**src/rtl/lcd_bus_receiver_if.sv**
```systemverilog
// Bus bundle between an HD44780-style host and the receiver.
// Carries the write strobe lines plus the buffer read port and status.
interface lcd_bus_receiver_if;
   logic       LCD_E;
   logic       LCD_RS;
   logic       LCD_RW;
   logic [7:0] LCD_DATA;
   logic [4:0] RD_ADDR;
   logic [7:0] RD_CHAR;
   logic [6:0] ADDR_CNT;
   logic       DISP_ON;
   logic       BUSY;
   logic       WR_PULSE;
   logic       BUSY_ERR;

   modport master (
      output LCD_E, LCD_RS, LCD_RW, LCD_DATA, RD_ADDR,
      input  RD_CHAR, ADDR_CNT, DISP_ON, BUSY, WR_PULSE, BUSY_ERR
   );

   modport slave (
      input  LCD_E, LCD_RS, LCD_RW, LCD_DATA, RD_ADDR,
      output RD_CHAR, ADDR_CNT, DISP_ON, BUSY, WR_PULSE, BUSY_ERR
   );
endinterface

```
**src/rtl/lcd_bus_receiver.sv**
```systemverilog
// Emulates the write side of an HD44780 controller: decodes strobes on the
// falling edge of LCD_E into a 2x16 character buffer plus busy/status flags.
module lcd_bus_receiver #(
   parameter int unsigned CLR_CYCLES = 1640,
   parameter int unsigned CMD_CYCLES = 40
) (
   input  logic CLK_1M,
   input  logic RESET,
   lcd_bus_receiver_if.slave bus
);

   localparam int unsigned MAX_CYC = (CLR_CYCLES > CMD_CYCLES) ? CLR_CYCLES : CMD_CYCLES;
   localparam int unsigned CNT_W   = $clog2(MAX_CYC + 1);
   localparam int unsigned DEPTH   = 32;

   logic             e_s1, e_s2, e_d;
   logic             rs_s1, rs_s2;
   logic             rw_s1, rw_s2;
   logic [7:0]       data_s1, data_s2;

   logic [6:0]       addr, addr_nx;
   logic             id, id_nx;
   logic             disp, disp_nx;
   logic [CNT_W-1:0] cnt, cnt_nx;
   logic             busy, busy_nx;
   logic             wr, wr_nx;
   logic             err, err_nx;
   logic [7:0]       mem [DEPTH];

   logic             fall_c;
   logic             store_c;
   logic [4:0]       store_idx_c;
   logic             clear_c;

   // Two-flop synchronizers for every bus input, plus the edge-detect history flop
   always_ff @(posedge CLK_1M or negedge RESET) begin
      if (!RESET) begin
         e_s1    <= 1'b0;
         e_s2    <= 1'b0;
         e_d     <= 1'b0;
         rs_s1   <= 1'b0;
         rs_s2   <= 1'b0;
         rw_s1   <= 1'b0;
         rw_s2   <= 1'b0;
         data_s1 <= 8'h00;
         data_s2 <= 8'h00;
      end else begin
         e_s1    <= bus.LCD_E;
         e_s2    <= e_s1;
         e_d     <= e_s2;
         rs_s1   <= bus.LCD_RS;
         rs_s2   <= rs_s1;
         rw_s1   <= bus.LCD_RW;
         rw_s2   <= rw_s1;
         data_s1 <= bus.LCD_DATA;
         data_s2 <= data_s1;
      end
   end

   assign fall_c = e_d & ~e_s2;

   // Strobe decode; a count of 1 means busy expires this cycle, so a strobe is still accepted
   always_comb begin
      addr_nx     = addr;
      id_nx       = id;
      disp_nx     = disp;
      cnt_nx      = (cnt != '0) ? cnt - CNT_W'(1) : '0;
      err_nx      = err;
      wr_nx       = 1'b0;
      store_c     = 1'b0;
      store_idx_c = 5'd0;
      clear_c     = 1'b0;

      if (fall_c && !rw_s2) begin
         if (cnt > CNT_W'(1)) begin
            err_nx = 1'b1;
         end else if (rs_s2) begin
            cnt_nx = CNT_W'(CMD_CYCLES);
            if (addr[6:4] == 3'b000) begin
               store_c     = 1'b1;
               store_idx_c = {1'b0, addr[3:0]};
            end else if (addr[6:4] == 3'b100) begin
               store_c     = 1'b1;
               store_idx_c = {1'b1, addr[3:0]};
            end
            wr_nx   = store_c;
            addr_nx = id ? addr + 7'd1 : addr - 7'd1;
         end else begin
            cnt_nx = CNT_W'(CMD_CYCLES);
            casez (data_s2)
               8'b1???????: addr_nx = data_s2[6:0];
               8'b00001???: disp_nx = data_s2[2];
               8'b000001??: id_nx   = data_s2[1];
               8'b0000001?: addr_nx = 7'd0;
               8'b00000001: begin
                  clear_c = 1'b1;
                  addr_nx = 7'd0;
                  id_nx   = 1'b1;
                  cnt_nx  = CNT_W'(CLR_CYCLES);
               end
               default: ;
            endcase
         end
      end

      busy_nx = (cnt_nx != '0);
   end

   // Architectural state and display buffer
   always_ff @(posedge CLK_1M or negedge RESET) begin
      if (!RESET) begin
         addr <= 7'd0;
         id   <= 1'b1;
         disp <= 1'b0;
         cnt  <= '0;
         busy <= 1'b0;
         wr   <= 1'b0;
         err  <= 1'b0;
         for (int i = 0; i < DEPTH; i++) mem[i] <= 8'h20;
      end else begin
         addr <= addr_nx;
         id   <= id_nx;
         disp <= disp_nx;
         cnt  <= cnt_nx;
         busy <= busy_nx;
         wr   <= wr_nx;
         err  <= err_nx;
         if (clear_c) begin
            for (int i = 0; i < DEPTH; i++) mem[i] <= 8'h20;
         end else if (store_c) begin
            mem[store_idx_c] <= data_s2;
         end
      end
   end

   assign bus.RD_CHAR  = mem[bus.RD_ADDR];
   assign bus.ADDR_CNT = addr;
   assign bus.DISP_ON  = disp;
   assign bus.BUSY     = busy;
   assign bus.WR_PULSE = wr;
   assign bus.BUSY_ERR = err;

endmodule

```
**src/flat_wrapper.sv**
```systemverilog
// flat-port wrapper written by rule: the top's interface ports become plain ports
module lcd_bus_receiver_flat 
#(
   parameter int unsigned CLR_CYCLES = 1640,
   parameter int unsigned CMD_CYCLES = 40
)
  (CLK_1M, RESET, bus_LCD_E, bus_LCD_RS, bus_LCD_RW, bus_LCD_DATA, bus_RD_ADDR, bus_RD_CHAR, bus_ADDR_CNT, bus_DISP_ON, bus_BUSY, bus_WR_PULSE, bus_BUSY_ERR);
  lcd_bus_receiver_if bus_i ();
  input  logic CLK_1M;
  input  logic RESET;
  input wire logic [$bits(bus_i.LCD_E)-1:0] bus_LCD_E;
  input wire logic [$bits(bus_i.LCD_RS)-1:0] bus_LCD_RS;
  input wire logic [$bits(bus_i.LCD_RW)-1:0] bus_LCD_RW;
  input wire logic [$bits(bus_i.LCD_DATA)-1:0] bus_LCD_DATA;
  input wire logic [$bits(bus_i.RD_ADDR)-1:0] bus_RD_ADDR;
  output wire logic [$bits(bus_i.RD_CHAR)-1:0] bus_RD_CHAR;
  output wire logic [$bits(bus_i.ADDR_CNT)-1:0] bus_ADDR_CNT;
  output wire logic [$bits(bus_i.DISP_ON)-1:0] bus_DISP_ON;
  output wire logic [$bits(bus_i.BUSY)-1:0] bus_BUSY;
  output wire logic [$bits(bus_i.WR_PULSE)-1:0] bus_WR_PULSE;
  output wire logic [$bits(bus_i.BUSY_ERR)-1:0] bus_BUSY_ERR;
  assign bus_i.LCD_E = bus_LCD_E;
  assign bus_i.LCD_RS = bus_LCD_RS;
  assign bus_i.LCD_RW = bus_LCD_RW;
  assign bus_i.LCD_DATA = bus_LCD_DATA;
  assign bus_i.RD_ADDR = bus_RD_ADDR;
  assign bus_RD_CHAR = bus_i.RD_CHAR;
  assign bus_ADDR_CNT = bus_i.ADDR_CNT;
  assign bus_DISP_ON = bus_i.DISP_ON;
  assign bus_BUSY = bus_i.BUSY;
  assign bus_WR_PULSE = bus_i.WR_PULSE;
  assign bus_BUSY_ERR = bus_i.BUSY_ERR;
  lcd_bus_receiver #(.CLR_CYCLES(CLR_CYCLES), .CMD_CYCLES(CMD_CYCLES)) u_core (.CLK_1M(CLK_1M), .RESET(RESET), .bus(bus_i));
endmodule
```
**config.mk**
```make
export PLATFORM = sky130hd
export DESIGN_NAME = lcd_bus_receiver_flat
export DESIGN_NICKNAME = d
export VERILOG_FILES = /design/src/rtl/lcd_bus_receiver_if.sv /design/src/rtl/lcd_bus_receiver.sv /design/src/flat_wrapper.sv
export SDC_FILE = /design/constraint.sdc
export NUM_CORES = 1
export LEC_CHECK = 0
export ABC_AREA = 1
export BUFFER_PORTS_ARGS = -buffer_cell sky130_fd_sc_hd__buf_2
export CAP_MARGIN = 20
export CORE_MARGIN = 5
export CORE_UTILIZATION = 60
export DETAILED_ROUTE_END_ITERATION = 16
export PLACE_DENSITY = 0.81
export SKIP_LAST_GASP = 1
export SYNTH_ARGS = -nofsm -noshare
export SYNTH_HDL_FRONTEND = slang
export SYNTH_SLANG_ARGS = --single-unit
```
**constraint.sdc**
```tcl
create_clock -name CLK_1M -period 2.2 [get_ports CLK_1M]
set_input_delay 0.11 -clock CLK_1M [delete_from_list [all_inputs] [get_ports CLK_1M]]
set_output_delay 0.11 -clock CLK_1M [all_outputs]
set_load 0.05 [all_outputs]
```
Yosys cells after proc, flatten, opt, wreduce, memory -nomap -nowiden
Index checks and enable logic that the tools add are counted.
{ "word_totals": {"register_bits": 302, "inputBits": 18, "out_inout_bits": 19, "elab_cells": 111} }
{ "classes": {"addsub": 3, "magnitude_cmp": 4, "eq_ne": 5, "n_mux": 31, "bitwise_logic": 6, "reduce_logical": 14} }
{ "ops": {"columns": ["operator", "n"], "rows": [
  ["256-bit two-way mux", 2],
  ["256-bit bitwise mux", 1],
  ["11-bit two-way mux", 5],
  ["8-bit binary-select mux with 5-bit select", 1],
  ["8-bit demux with 5-bit select", 1],
  ["5-bit two-way mux", 5],
  ["8-bit two-way mux", 3],
  ["11-bit nonzero test", 2],
  ["7-bit two-way mux", 2],
  ["7-bit case mux with 2 select lines", 1],
  ["6-bit >= comparator, second input constant", 2],
  ["5-bit NOT with 6-bit output", 2],
  ["11-bit by 1-bit greater-than comparator with 1-bit output, second input constant", 1],
  ["11-bit by 1-bit subtractor with 11-bit output, second input constant", 1],
  ["1-bit two-way mux", 9],
  ["8-bit by 1-bit equality test with 1-bit output, second input constant", 1],
  ["4-bit AND reduction", 2],
  ["7-bit by 1-bit adder with 7-bit output, second input constant", 1],
  ["7-bit by 1-bit equality test with 1-bit output, second input constant", 1],
  ["7-bit by 1-bit subtractor with 7-bit output, second input constant", 1],
  ["6-bit by 1-bit equality test with 1-bit output, second input constant", 1],
  ["6-bit by 1-bit less-than comparator with 1-bit output, second input constant", 1],
  ["5-bit by 1-bit equality test with 1-bit output, second input constant", 1],
  ["2-bit nonzero test", 2],
  ["11 further kinds", 14]
]} }

Longest topological paths before layout
{ "logic_depth": {"depth_word": 14, "depth_mapped": 14, "mapped_depth_nobuf": 14} }

Least setup slack after synthesis
Ideal clock, no wire load.
{ "synth_timing": {"kind": "register to register", "from": "register u_core.addr[0] (netlist: u_core.bus.ADDR_CNT[0])", "to": "register u_core.mem[68] in the netlist's numbering", "setup_time_ns": 0.130, "t_arrival_ns": 2.124, "required_time_ns": 2.070, "path_slack_ns": -0.053, "stages_incl_launch_ff": 11, "path_buffers": 3, "synth_period_minus_slack_ns": 2.253, "cell_sequence": "dfrtp_1 > buf_2 > o21ai_0 > nor3_2 > nand3_1 > nor2_4 > buf_6 > nand2_4 > buf_2 > nand3_1 > o21ai_1"} }
{ "synth_via": {"elab_chain_len": 13} }
{ "synth_rtl": {"columns": ["element", "line", "source"], "rows": [
  ["start, declared", "lcd_bus_receiver.sv:21", "logic [6:0] addr, addr_nx;"],
  ["start signal, assigned", "lcd_bus_receiver.sv:121", "addr <= addr_nx;"],
  ["5-bit two-way mux", "lcd_bus_receiver.sv:82", "end else if (addr[6:4] == 3'b100) begin"],
  ["5-bit two-way mux (*)", "lcd_bus_receiver.sv:79", "if (addr[6:4] == 3'b000) begin"],
  ["5-bit two-way mux (*)", "lcd_bus_receiver.sv:77", "end else if (rs_s2) begin"],
  ["5-bit two-way mux (*)", "lcd_bus_receiver.sv:75", "if (cnt > CNT_W'(1)) begin"],
  ["5-bit two-way mux (*)", "lcd_bus_receiver.sv:74", "if (fall_c && !rw_s2) begin"],
  ["5-bit NOT with 6-bit output (not written as such) (*)", "lcd_bus_receiver.sv:131", "mem[store_idx_c] <= data_s2;"],
  ["6-bit >= comparator (not written as such) or 6-bit by 1-bit less-than comparator with 1-bit output (tied branches)", "lcd_bus_receiver.sv:131", null],
  ["1-bit logical AND (not written as such)", "lcd_bus_receiver.sv:131", null],
  ["8-bit two-way mux (not written as such)", "lcd_bus_receiver.sv:131", null],
  ["8-bit demux with 5-bit select (*)", "lcd_bus_receiver.sv:131", null],
  ["256-bit bitwise mux (*)", "lcd_bus_receiver.sv:131", null],
  ["256-bit two-way mux (*)", "lcd_bus_receiver.sv:130", "end else if (store_c) begin"],
  ["256-bit two-way mux (*)", "lcd_bus_receiver.sv:128", "if (clear_c) begin"],
  ["end signal, assigned by index", "lcd_bus_receiver.sv:131", null],
  ["end, declared", "lcd_bus_receiver.sv:28", "logic [7:0] mem [DEPTH];"]
]} }
Every way passes the cells marked *; elsewhere a longest branch is shown, timed or not. The select of a mux whose other input is x is not followed.
A chain may end at the register's enable or synchronous reset.

Worst setup path after layout
{ "layout_timing": {"from": "register u_core.mem[148] in the netlist's numbering", "to": "output port bus_RD_CHAR[4]"} }
{ "layout_via": {"elab_chain_len": 3} }
{ "layout_rtl": {"columns": ["element", "line", "source"], "rows": [
  ["8-bit binary-select mux with 5-bit select", "lcd_bus_receiver.sv:136", "assign bus.RD_CHAR = mem[bus.RD_ADDR];"],
  ["8-bit two-way mux (not written as such) (2 in a row)", "lcd_bus_receiver.sv:136", null],
  ["end, declared", "flat_wrapper.sv:16", "output wire logic [$bits(bus_i.RD_CHAR)-1:0] bus_RD_CHAR;"]
]} }
Every way passes these cells. The select of a mux whose other input is x is not followed.

==> flow_results.org <==
** Floorplanning
- Die outline area :: ~0.028 mm²
- The core region is approximately 0.024 mm².
- Horizontal extent of the die :: around 170 µm
- In this run the core area contains 57 standard-cell rows.
- Top Ports :: 37
- Vert. Die Dim :: ~170 µm
- Initial standard-cell utilization of the core :: 60.9%

** Timing
- The max-slew violation total from the final report came to 0.
- Setup violations remaining at the end of the flow were counted as 1.
- In the final timing run, aggregate negative setup slack is -0.0159 ns.
- For this run, the top clock speed supported by timing is 0.451 GHz.
- For the pin with the worst max-slew slack, the measured transition is 0.771 ns.
- The smallest clock period supported by the final layout is computed as 2.22 ns.
- Portion of the clock cycle consumed by the worst path in the final layout :: 101%
- Across all setup checks in the final design, the least slack found is -0.0159 ns.
- Count of endpoints failing hold in the final timing report :: 0
- Relative slew slack :: around half
- Worst Clk Skew :: 0.0169 ns
- Unrepaired setup endpoints after global routing :: yes

** Cells and area
- Final net count :: approximately 1800
- Of the cells placed in the final design, the portion with a size suffix greater than 1 is 18.5%.
- Leaving out fill and tap cells, the most frequent cells in the layout are sky130_fd_sc_hd__nand3_1, sky130_fd_sc_hd__o21ai_0, sky130_fd_sc_hd__dfrtp_1.
- Area Overhead vs Synth :: 16.5%
- The number of antenna diodes in the final layout is 0.
- Leading cell type in the layout, fill and taps excluded :: sky130_fd_sc_hd__nand3_1

** Critical path
- Signal arrival time at the worst endpoint :: about 2.1 ns
- The worst setup path is captured at an output port.
- The worst register-to-register path ends at u_core.mem[255].
- The number of cells on the worst reg-to-reg path is 12.
- Kind of critical path :: flip-flop to output port
- Slack of the worst reg-to-reg path :: ~0.040 ns
- Highest net fanout along the worst path :: 2
- Source of the worst register-to-register timing path :: u_core.cnt[7]
- Critical Path RT :: between 2 and 2.5 ns
- The worst setup path is launched from a flip-flop.

** Clocking
- Worst-path clk slew :: about 0.06 ns
- CTS tree :: yes
- Number of CTS-inserted buffers :: 31
- The later pin in the worst-skew pair is clocked with a latency of 0.56 ns.
- The clock passes through at most 3 buffers.
- Level count of the clock H-tree :: 1
- Counting every sink on the clock net gives roughly 300.
- Cell at the root of the clock tree :: sky130_fd_sc_hd__clkbuf_16

** Status
- Status :: finished, violations left
- Violated checks :: negative setup slack

** Placement
- Count of input and output buffers :: 36
- Summed over all nets, the half-perimeter wirelength after detailed placement is roughly 25000 µm.
- The congestion estimate from routability-driven global placement came to ~0.89.

** Global route
- Vias in the first global route :: approximately 13000
- First-pass GRT wire length :: 67100 µm
- Global route total overflow :: 0
- Total GRT Usage :: 28.9%
- Initial antenna violation count :: 0
- Entering global routing, the biggest net connects about 170 pins.

** Synthesis
- Flops & latches, synth :: approximately 300
- Mean instance size in the synthesized netlist :: about 8.6 µm²
- Dominant synthesized flop cell :: sky130_fd_sc_hd__dfrtp_1
- The biggest area contributor in the post-synthesis netlist is sky130_fd_sc_hd__dfrtp_1.
- EDFF count, synth :: 0
- Number of warning messages in the yosys log :: 0
- Yosys mapped the design onto 42 distinct sky130hd cell types.
- Synth Instances :: between 1500 and 2000
- Mapped cell area :: around 0.015 mm²
- Synth top area cells :: sky130_fd_sc_hd__dfrtp_1, sky130_fd_sc_hd__nand3_1, sky130_fd_sc_hd__o21ai_0
- Area share of the leading cell type in the synthesized netlist :: 45.6%
- Portion of the post-synthesis area used by sequential elements :: roughly 51%
- Async S/R FF share, synth :: 100%
- Synthesized netlist net count :: approximately 1700

** Power
- The analysis attributes to cell leakage a power of a little over 8 nW.
- Largest vdd supply drop :: between 0.0008 and 0.0009 V
- Post-layout total power :: 13.7 mW
- In this run the power density over the cells is 795 mW/mm².

** Routing
- The detail route stage leaves a number of antenna-violating nets equal to 0.
- Per-cell via count in the routed design :: approximately 6.4
- The routed design has about 42000 µm of wire.
- DRC Markers :: 0
- Average detailed-routed wire length per instance :: about 20 µm
- The first routing iteration left between 1500 and 2000 violations.
- The routed layout has between 10000 and 15000 vias.
- For this run, the detailed router's first-pass iteration total came to 5.

** Job
- Max-cap violation count :: 0

** Worst hold path
- Min-delay worst type :: input port to async pin
## timing repair
| item | CTS | global route |
|---|---|---|
| hold buffers | 12 | 0 |
| hold endpoints to repair | 249 | 0 |
| setup buffers | 9 | 25 |
| pin swaps | 12 | 22 |
| endpoints found under the setup margin | 238 | 263 |
| gates resized for setup | 28 | 82 |
| gates cloned | 0 | 4 |
## state kept, by name, indices dropped and copies added (netlist names), 7 cells and up
signal               cells
u_core.data_s2           8
u_core.bus.ADDR_CNT      7
u_core.mem             256
u_core.data_s1           8
u_core.cnt              11
## layout make-up
cell class              instances  area, µm²
flip-flops and latches        302       7600
inverters                      73        283
clock buffers                  39        886
clock inverters                18        233
multi-input cells            1213       6500
fillers                      1800       7040
well taps                     324        405
repair buffers                147       1300
## synthesized netlist by cell type (all sizes together) (10+ instances only)
cell type	number
o21ai	347
inv	70
dfrtp	269
nand3	334
dfstp	33
nor2	186
o22ai	10
buf	57
a21oi	19
o221ai	49
clkbuf	78
nand2	209
## through the flow
step	util, %	worst slack [ns]	std cells	hold WS, ns	instance area [µm²]
global placement	63.2	0.00284	2009	0.0699	15300
global route	71.0	-0.0952	2116	0.115	17200
CTS	69.1	-0.0592	2087	0.0879	16800
finish	71.0	-0.0159	2116	0.0681	17200
detailed placement	63.2	-0.132	2009	0.0756	15300
floorplan	-	0.0775	1720	-0.186	14800
## logic make-up (layout without fill, tap and decap cells)
kind of cell               count (synthesis)  after routing  share of synthesized area [%]
buffers and inverters                    208            277                           6.52
muxes                                      1              1                         0.0762
and+or+nand+nor                          750            753                           24.0
xor gates and xnor gates                   8              8                          0.474
AOI/OAI and AO/OA                        442            442                           16.6
DFF                                      302            302                           51.5
adders and majority gates                  9              9                          0.813
## metal layers
layer | wire length, µm | share of wire [%] | track usage, % | up-vias
li1 | - | - | - | 6069
met1 | 16700 | 39 | 38.9 | 6558
met2 | 19700 | 46 | 45.6 | 745
met3 | 3740 | 8.8 | 5.81 | 164
met4 | 2340 | 5.5 | 13.2 | 0
met5 | 0 | 0 | 0 | -
## worst max-delay path: stages, from the launching register on
cell and delay (ns):
sky130_fd_sc_hd__dfrtp_1 0.36, sky130_fd_sc_hd__o21ai_0 0.11, sky130_fd_sc_hd__o221ai_1 0.37, sky130_fd_sc_hd__nand3_1 0.13, sky130_fd_sc_hd__nand2_1 0.17, sky130_fd_sc_hd__o21a_1 0.15
sky130_fd_sc_hd__buf_2 0.26
## power by group
group          switching [mW]  total (mW)  internal, mW
logic                    1.39        2.09         0.699
clock network            2.25        5.68          3.43
registers               0.169        5.91          5.74
## how the worst max path moves through the flow
stage	startpoint	to	slack (ns)	cells past startpoint
2_1_floorplan	u_core.bus.ADDR_CNT[5]	u_core.mem[68]	0.08	9
3_3_place_gp	u_core.cnt[0]	u_core.mem[244]	0.003	12
3_5_place_dp	u_core.cnt[1]	u_core.mem[242]	-0.13	13
4_1_cts	u_core.cnt[0]	u_core.mem[242]	-0.06	12
5_1_grt	u_core.cnt[9]	u_core.mem[255]	-0.1	12
6_report	u_core.mem[148]	bus_RD_CHAR[4]	-0.02	6
(Power assumes the default switching activity.)
